File: src/rtl/prog_sequencer_if.sv
// Bus between the program sequencer, its instruction ROM and the
// control unit: run/step/clear controls, fetched instruction and
// result bit in, program counter and execute status out.
interface prog_sequencer_if #(
  parameter int N = 4
) ();

  // Controls and datapath inputs to the sequencer
  logic         run;
  logic         step;
  logic         clear;
  logic [7:0]   instruction;
  logic         result;

  // Sequencer outputs
  logic [N-1:0] addr;
  logic [7:0]   instr_q;
  logic         exec_en;
  logic         busy;
  logic         halted;
  logic         wrap;

  // The sequencer itself
  modport master (
    input  run, step, clear, instruction, result,
    output addr, instr_q, exec_en, busy, halted, wrap
  );

  // ROM / control unit / operator side
  modport slave (
    output run, step, clear, instruction, result,
    input  addr, instr_q, exec_en, busy, halted, wrap
  );

endinterface

File: src/rtl/prog_sequencer.sv
// Fetch/execute program sequencer.
// Drives the ROM address, latches the fetched instruction, and issues a
// one-cycle execute strobe for ordinary opcodes. JMP (E), SKIPZ (D) and
// HALT (F) are resolved here and never reach the control unit.
// Supports continuous run, single-step, and halt with clear.
// N must lie in 1..4 because jump targets come from instruction[3:0].
module prog_sequencer #(
  parameter int N = 4
) (
  input  logic               clk,
  input  logic               rst,     // asynchronous, active low
  prog_sequencer_if.master   bus
);

  localparam logic [3:0] OP_SKIPZ = 4'hD;
  localparam logic [3:0] OP_JMP   = 4'hE;
  localparam logic [3:0] OP_HALT  = 4'hF;

  typedef enum logic [1:0] {
    S_IDLE,
    S_FETCH,
    S_EXEC,
    S_HALTED
  } state_t;

  state_t       state_q,     state_d;
  logic [N-1:0] addr_q,      addr_d;
  logic [7:0]   instr_q,     instr_d;
  logic         step_mode_q, step_mode_d;
  logic         exec_en_q,   exec_en_d;
  logic         busy_q,      busy_d;
  logic         halted_q,    halted_d;
  logic         wrap_q,      wrap_d;

  // Sums are one bit wider than the PC so the top bit flags a rollover.
  logic [N:0]   addr_inc1;
  logic [N:0]   addr_inc2;
  logic [N:0]   addr_next_seq;
  logic [3:0]   exec_op;
  logic [3:0]   fetch_op;

  // True for the opcodes the sequencer consumes itself.
  function automatic logic is_control(input logic [3:0] op);
    return (op == OP_JMP) || (op == OP_SKIPZ) || (op == OP_HALT);
  endfunction

  assign exec_op   = instr_q[7:4];
  assign fetch_op  = bus.instruction[7:4];
  assign addr_inc1 = {1'b0, addr_q} + (N+1)'(1);
  assign addr_inc2 = {1'b0, addr_q} + (N+1)'(2);

  // Sequential successor: SKIPZ with a zero result skips one word.
  always_comb begin
    addr_next_seq = addr_inc1;
    if ((exec_op == OP_SKIPZ) && !bus.result) begin
      addr_next_seq = addr_inc2;
    end
  end

  // Next-state and next-output logic for the fetch/execute controller.
  always_comb begin
    // NOTE: every signal gets a default before the case so that no path
    // leaves one unassigned, which would otherwise infer a latch.
    state_d     = state_q;
    addr_d      = addr_q;
    instr_d     = instr_q;
    step_mode_d = step_mode_q;
    exec_en_d   = 1'b0;
    wrap_d      = 1'b0;

    unique case (state_q)
      S_IDLE: begin
        // run has priority; a lone step pulse executes one instruction.
        if (bus.run) begin
          step_mode_d = 1'b0;
          state_d     = S_FETCH;
        end else if (bus.step) begin
          step_mode_d = 1'b1;
          state_d     = S_FETCH;
        end
      end

      S_FETCH: begin
        // The strobe is decided from the incoming word so that it is a
        // flop output in EXEC rather than a decode of instr_q.
        instr_d   = bus.instruction;
        exec_en_d = !is_control(fetch_op);
        state_d   = S_EXEC;
      end

      S_EXEC: begin
        if (exec_op == OP_HALT) begin
          // PC stays on the HALT word so the stop point is visible.
          state_d = S_HALTED;
        end else begin
          if (exec_op == OP_JMP) begin
            addr_d = instr_q[N-1:0];
          end else begin
            addr_d = addr_next_seq[N-1:0];
            wrap_d = addr_next_seq[N];
          end
          state_d = (bus.run && !step_mode_q) ? S_FETCH : S_IDLE;
        end
      end

      S_HALTED: begin
        // Only clear leaves HALTED; run and step are deliberately ignored.
        if (bus.clear) begin
          addr_d  = '0;
          state_d = S_IDLE;
        end
      end

      default: begin
        state_d = S_IDLE;
      end
    endcase

    // Status flags are registered copies of the state being entered.
    busy_d   = (state_d == S_FETCH) || (state_d == S_EXEC);
    halted_d = (state_d == S_HALTED);
  end

  // State and output registers; reset aborts any instruction in flight.
  always_ff @(posedge clk or negedge rst) begin
    if (!rst) begin
      state_q     <= S_IDLE;
      addr_q      <= '0;
      instr_q     <= 8'h00;
      step_mode_q <= 1'b0;
      exec_en_q   <= 1'b0;
      busy_q      <= 1'b0;
      halted_q    <= 1'b0;
      wrap_q      <= 1'b0;
    end else begin
      // NOTE: non-blocking assignments here so every register samples the
      // pre-edge values, regardless of statement order.
      state_q     <= state_d;
      addr_q      <= addr_d;
      instr_q     <= instr_d;
      step_mode_q <= step_mode_d;
      exec_en_q   <= exec_en_d;
      busy_q      <= busy_d;
      halted_q    <= halted_d;
      wrap_q      <= wrap_d;
    end
  end

  assign bus.addr    = addr_q;
  assign bus.instr_q = instr_q;
  assign bus.exec_en = exec_en_q;
  assign bus.busy    = busy_q;
  assign bus.halted  = halted_q;
  assign bus.wrap    = wrap_q;

endmodule

File: src/flat_wrapper.sv
// flat-port wrapper written by rule: the top's interface ports become plain ports
module prog_sequencer_flat 
#(
  parameter int N = 4
)
  (clk, rst, bus_run, bus_step, bus_clear, bus_instruction, bus_result, bus_addr, bus_instr_q, bus_exec_en, bus_busy, bus_halted, bus_wrap);
  prog_sequencer_if #(.N(N)) bus_i ();
  input  logic clk;
  input  logic rst;
  input wire logic [$bits(bus_i.run)-1:0] bus_run;
  input wire logic [$bits(bus_i.step)-1:0] bus_step;
  input wire logic [$bits(bus_i.clear)-1:0] bus_clear;
  input wire logic [$bits(bus_i.instruction)-1:0] bus_instruction;
  input wire logic [$bits(bus_i.result)-1:0] bus_result;
  output wire logic [$bits(bus_i.addr)-1:0] bus_addr;
  output wire logic [$bits(bus_i.instr_q)-1:0] bus_instr_q;
  output wire logic [$bits(bus_i.exec_en)-1:0] bus_exec_en;
  output wire logic [$bits(bus_i.busy)-1:0] bus_busy;
  output wire logic [$bits(bus_i.halted)-1:0] bus_halted;
  output wire logic [$bits(bus_i.wrap)-1:0] bus_wrap;
  assign bus_i.run = bus_run;
  assign bus_i.step = bus_step;
  assign bus_i.clear = bus_clear;
  assign bus_i.instruction = bus_instruction;
  assign bus_i.result = bus_result;
  assign bus_addr = bus_i.addr;
  assign bus_instr_q = bus_i.instr_q;
  assign bus_exec_en = bus_i.exec_en;
  assign bus_busy = bus_i.busy;
  assign bus_halted = bus_i.halted;
  assign bus_wrap = bus_i.wrap;
  prog_sequencer #(.N(N)) u_core (.clk(clk), .rst(rst), .bus(bus_i));
endmodule
File: config.mk
export PLATFORM = sky130hd
export DESIGN_NAME = prog_sequencer_flat
export DESIGN_NICKNAME = d
export VERILOG_FILES = /design/src/rtl/prog_sequencer_if.sv /design/src/rtl/prog_sequencer.sv /design/src/flat_wrapper.sv
export SDC_FILE = /design/constraint.sdc
export NUM_CORES = 1
export LEC_CHECK = 0
export ABC_AREA = 0
export CELL_PAD_IN_SITES_DETAIL_PLACEMENT = 1
export CELL_PAD_IN_SITES_GLOBAL_PLACEMENT = 2
export CORE_MARGIN = 2
export CORE_UTILIZATION = 26
export CTS_CLUSTER_SIZE = 8
export DETAILED_ROUTE_END_ITERATION = 6
export PLACE_DENSITY_LB_ADDON = 0.1
export SYNTH_ARGS = -nofsm -noshare
export SYNTH_HDL_FRONTEND = slang
export SYNTH_SLANG_ARGS = --single-unit
File: constraint.sdc
create_clock -name clk -period 1.2 [get_ports clk]
set_clock_uncertainty 0.05 [all_clocks]
set_input_delay 0.36 -clock clk [delete_from_list [all_inputs] [get_ports clk]]
set_output_delay 0.36 -clock clk [all_outputs]
set_load 0.05 [all_outputs]
---- Word level (Yosys, flattened, before mapping) ----
Cells that the tools add are included.
word-level totals
  bits in registers ....................... 19
  latch bits .............................. 0
  memory bits (writable) .................. 0
  ROM bits ................................ 0
  output and inout bits ................... 16
  logic and storage cells ................. 54
  memories ................................ 0
cells by class
  add/subtract/negate cells ............... 2
  multiply operators ...................... 0
  div/mod/pow operators ................... 0
  $lt $le $gt $ge ......................... 0
  equality and inequality tests ........... 14
  shifts and indexed selects .............. 0
  multiplexer cells ....................... 17
  bitwise logic cells ..................... 0
  reductions and logical operators ........ 13
operators with widths
  cell                                                 number
  equality test 4 bit, second input constant           6
  two-way mux 4 bit                                    3
  equality test 2 bit, second input constant           4
  two-way mux 2 bit                                    4
  one-hot mux 2 bit (4 select lines)                   1
  one-hot mux 4 bit (2 select lines)                   1
  two-way mux 1 bit                                    7
  adder 4 x 1 -> 5 bit, second input constant          1
  adder 4 x 2 -> 5 bit, second input constant          1
  two-way mux 5 bit                                    1
  equality test 2 x 1 -> 1 bit, second input constant  2
  != test 2 bit, second input constant                 2
  nonzero test 2 bit                                   2
  logical NOT 1 bit                                    3
  logical OR 1 bit                                     3
  AND reduction 3 bit                                  1
  logical AND 1 bit                                    2
  logical NOT 2 bit                                    1
  AND reduction 2 bit                                  1

---- Logic depth before layout (Yosys ltp) ----
  depth in word-level cells ............... 7
  depth in mapped cells ................... 6

---- Least setup slack after synthesis ----
No wires, ideal clock.
  path kind ............................... reg-to-reg
  from .................................... reg u_core.instr_q[5] (netlist: u_core.bus.instr_q[5])
  to ...................................... reg u_core.busy_q (netlist: u_core.bus.busy)
  setup time .............................. 0.126 ns
  arrival time ............................ 1.582 ns
  setup slack ............................. -0.558 ns
  cell stages (with the launch flop) ...... 6
  buffers on the path ..................... 1
  cells stage by stage .................... dfrtp_1 -> buf_4 -> nand4_1 -> o211ai_2 -> o21a_1 -> ha_1
on the way
  longest elaborated chain between the ends .. 5
ends and longest elaborated chain
  element                                                              line                   source
  start: declaration                                                   prog_sequencer.sv:28   logic [7:0] instr_q, instr_d;
  start signal: assignment                                             prog_sequencer.sv:140  instr_q <= instr_d;
  equality test 4 bit *                                                prog_sequencer.sv:92   if (exec_op == OP_HALT) begin
  two-way mux 2 bit *                                                  prog_sequencer.sv:92
  one-hot mux 2 bit (4 select lines) *                                 prog_sequencer.sv:71   unique case (state_q)
  via u_core.state_d[1]                                                prog_sequencer.sv:26   state_t state_q, state_d;
  equality test 2 x 1 -> 1 bit or equality test 2 bit (tied branches)  prog_sequencer.sv:120  busy_d = (state_d == S_FETCH) || (state_d == S_EXEC);
  logical OR 1 bit *                                                   prog_sequencer.sv:120
  via u_core.busy_d                                                    prog_sequencer.sv:31   logic busy_q, busy_d;
  end signal: assignment                                               prog_sequencer.sv:143  busy_q <= busy_d;
  end: declaration                                                     prog_sequencer.sv:31
The timed path passes the listed nets; every way through them passes the cells marked *.
A chain may end at the register's enable or synchronous reset.

---- Final worst setup path ----
  from .................................... reg u_core.instr_q[6] (netlist: u_core.bus.instr_q[6])
  to ...................................... out bus_instr_q[6]
RTL lines
  element           line                source
  end: declaration  flat_wrapper.sv:16  output wire logic [$bits(bus_i.instr_q)-1:0] bus_instr_q;
No word-level cell between the ends.

==> results_dict.tcl <==
set metrics [dict create \
    fp.dieH_um 65.3 \
    multi_input_area_sq_um 578 \
    finalPower_mw 6.20 \
    cp-end-kind "primary output" \
    cts_buffers 3 \
    violations "negative setup slack" \
    nets 170 \
    num_vias 906 \
    worstPathArrival_ps 980 \
    cts_root_buffer "clkbuf_8" \
    cp_max_fo 4 \
    synth_top_area_share_pct 48.7 \
    finalCritPeriodShare_pct 115 \
    setup_violations 31 \
    post-place-cells 179 \
    relSlewSlack_pct 80.3 \
    synth_top_area_cell "dfrtp_1" \
    die_x_um 65.3 \
    path_class "flip-flop to primary output" \
    layout_setup_ws_ps -185 \
    grt_pass1_vias 993 \
    synth_most_common_cell "dfrtp_1" \
    slowest_stage "dfrtp_2" \
    min_period_ps 1390 \
    area_delta_synth_final_pct 105 \
    crit_chain "buf_6, buf_12" \
    rows 22 \
    gr-total-overflow 0 \
    netlist_area_sq_um 977 \
    cts_tree "yes" \
    fin_area_sq_mm 0.00200 \
    cts_htree_levels 1 \
    ys_seq_elements 19 \
    stdcell_count 200 \
    portBuffers 29 \
    synth_nets 101 \
    drive_above_1_share_pct 63.2 \
    power_density_mw_per_mm2 3100 \
    viasPerCell 4.53 \
    status "finished with violations" \
    yosysWarnings 0 \
    seqCellArea_sq_um 488 \
    core_area_sq_mm 0.00363 \
    hold_buffers 0 \
    ios 30 \
    reg2reg_depth 4 \
    clockBufferDepth 2 \
    synth_edf_count 0 \
    clkTransAtPathRegs_ps 80 \
    cp.required_ps 790 \
    syn_inst 84 \
    leakage_nw 0.866 \
    hp-class "input pin to asynchronous set/reset pin" \
    hold_viol 0 \
    max_stage_delay_ps 440 \
    n_fill_cell 396 \
    postSynthAreaPerCell_sq_um 11.6 \
    rsz0062_at_grt "true" \
    yosys-top-cells-area "dfrtp_1 (49%), mux2_4 (12%), ha_1 (3.8%), a21oi_1 (3.1%), a22oi_1 (3.1%)" \
    antenna_cells 0 \
    die_area_sq_mm 0.00426 \
    ys_types 30 \
    placedInstanceArea_sq_mm 0.00167 \
    synth_ff_type "dfrtp_1" \
    fin_hold_ws_ps 390 \
    drtIter0Drc 7 \
    cts.sinks 19 \
    ir_drop_mv 1.32 \
    drtPass1Iterations 3 \
    grt_pass1_wl_mm 4.80 \
    antenna_left 0 \
    clk_latency_ps 260 \
    synthTopCellsByCount "dfrtp_1 (19), mux2_4 (8), a21oi_1 (6), nor2_1 (5)" \
    ys_seq_area_share_pct 48.7 \
    gp_congestion 0.693 \
    cp-start-kind "flip-flop" \
    ys_async_sr_fraction_pct 100 \
    globalRouteTotalUtil_pct 15.2 \
    drc 0 \
    antenna_found_initial 0 \
    wl_per_cell_um 14.4 \
    routed_wl_mm 2.89 \
    tightest_slew_ps 293 \
    place_hpwl_mm 1.99 \
    grt_max_degree 20 \
    drv_cap 0 \
    fmax_ghz 0.722 \
    start_util_pct 26.9 \
    drv_slew 0 \
]
## worst max-delay path: cells and delay by family, from the launching register on
| family | cells | cell delay, ps |
|---|---|---|
| buffers and inverters | 2 | 260 |
| flip-flops | 1 | 440 |
## power breakdown
part	internal [mW]	total [mW]	switching (mW)
sequential	0.959	1.28	0.326
combinational	2.47	4.44	1.97
clock	0.231	0.469	0.237
## cell families after synthesis
group	Yosys count	synth area share, %
and+or+nand+nor	22	13.4
muxes	8	12.3
adders and majority gates	3	3.84
AOI/OAI and AO/OA	25	16.6
DFF	19	48.7
xor gates and xnor gates	1	0.896
buffers and inverters	6	4.23
## registers in the layout, summed over array words and instances (netlist names)
name / count
u_core.bus.addr: 4
u_core.bus.busy: 1
u_core.bus.exec_en: 1
u_core.bus.halted: 1
u_core.bus.instr_q: 8
u_core.bus.wrap: 1
u_core.state_q: 2
u_core.step_mode_q: 1
## stage by stage
stage	utilization [%]	TNS (ps)	setup slack [ps]
after detailed placement	46.0	-3980	-510
after CTS	53.5	-2490	-187
after floorplan	-	-1410	-384
final	55.1	-3010	-185
after global placement	46.0	-3720	-481
after global routing	55.1	-4430	-260
## layout make-up
type                            count  area share (%)
Multi-Input combinational cell     59            28.9
Sequential cell                    19            24.4
Timing Repair Buffer               67            40.9
Inverter                            3           0.563
Clock buffer                        3            2.06
Clock inverter                      1           0.250
Tap cell                           48            3.00
## cells in the final DEF (no fill, tap or decap), types with 2 or more instances in the layout
master and n:
buf_6 13, clkbuf_8 3, o211ai_1 3, dfrtp_2 10, a21oi_1 2, inv_1 3
nand2_1 4, dfrtp_1 9, buf_4 22, ha_4 2, nor2b_4 3, o21ai_1 6
clkdlybuf4s50_1 10, mux2_4 8, nor2_1 5, dlygate4sd2_1 3, a21oi_2 4, buf_12 19
a22oi_2 3
## worst paths after layout
check                                       from                    end  slack [ps]
max                        u_core.bus.instr_q[6]         bus_instr_q[6]        -190
min                                          rst  u_core.bus.instr_q[0]         390
max reg2reg                    u_core.state_q[0]        u_core.bus.busy        -170
min reg2reg                   u_core.step_mode_q     u_core.step_mode_q         490
max in group asynchronous                    rst      u_core.state_q[1]         560
min in group clk                         bus_run     u_core.step_mode_q         400
## routing by layer
metal	wire length, um	share of wire (%)	global-route usage, %	vias up
met5	0	0	0	-
met4	53	1.8	7.81	0
met3	83	2.9	2.57	4
met2	1480	51	25.6	14
met1	1270	44	18.4	444
li1	-	-	-	444
## repair_timing
item	CTS	global route
setup endpoints to repair	31	31
gates resized for setup	32	7
gates cloned	0	0
pin swaps	10	4
buffers inserted	14	3
No activity file was read; power rests on OpenSTA's default activity.
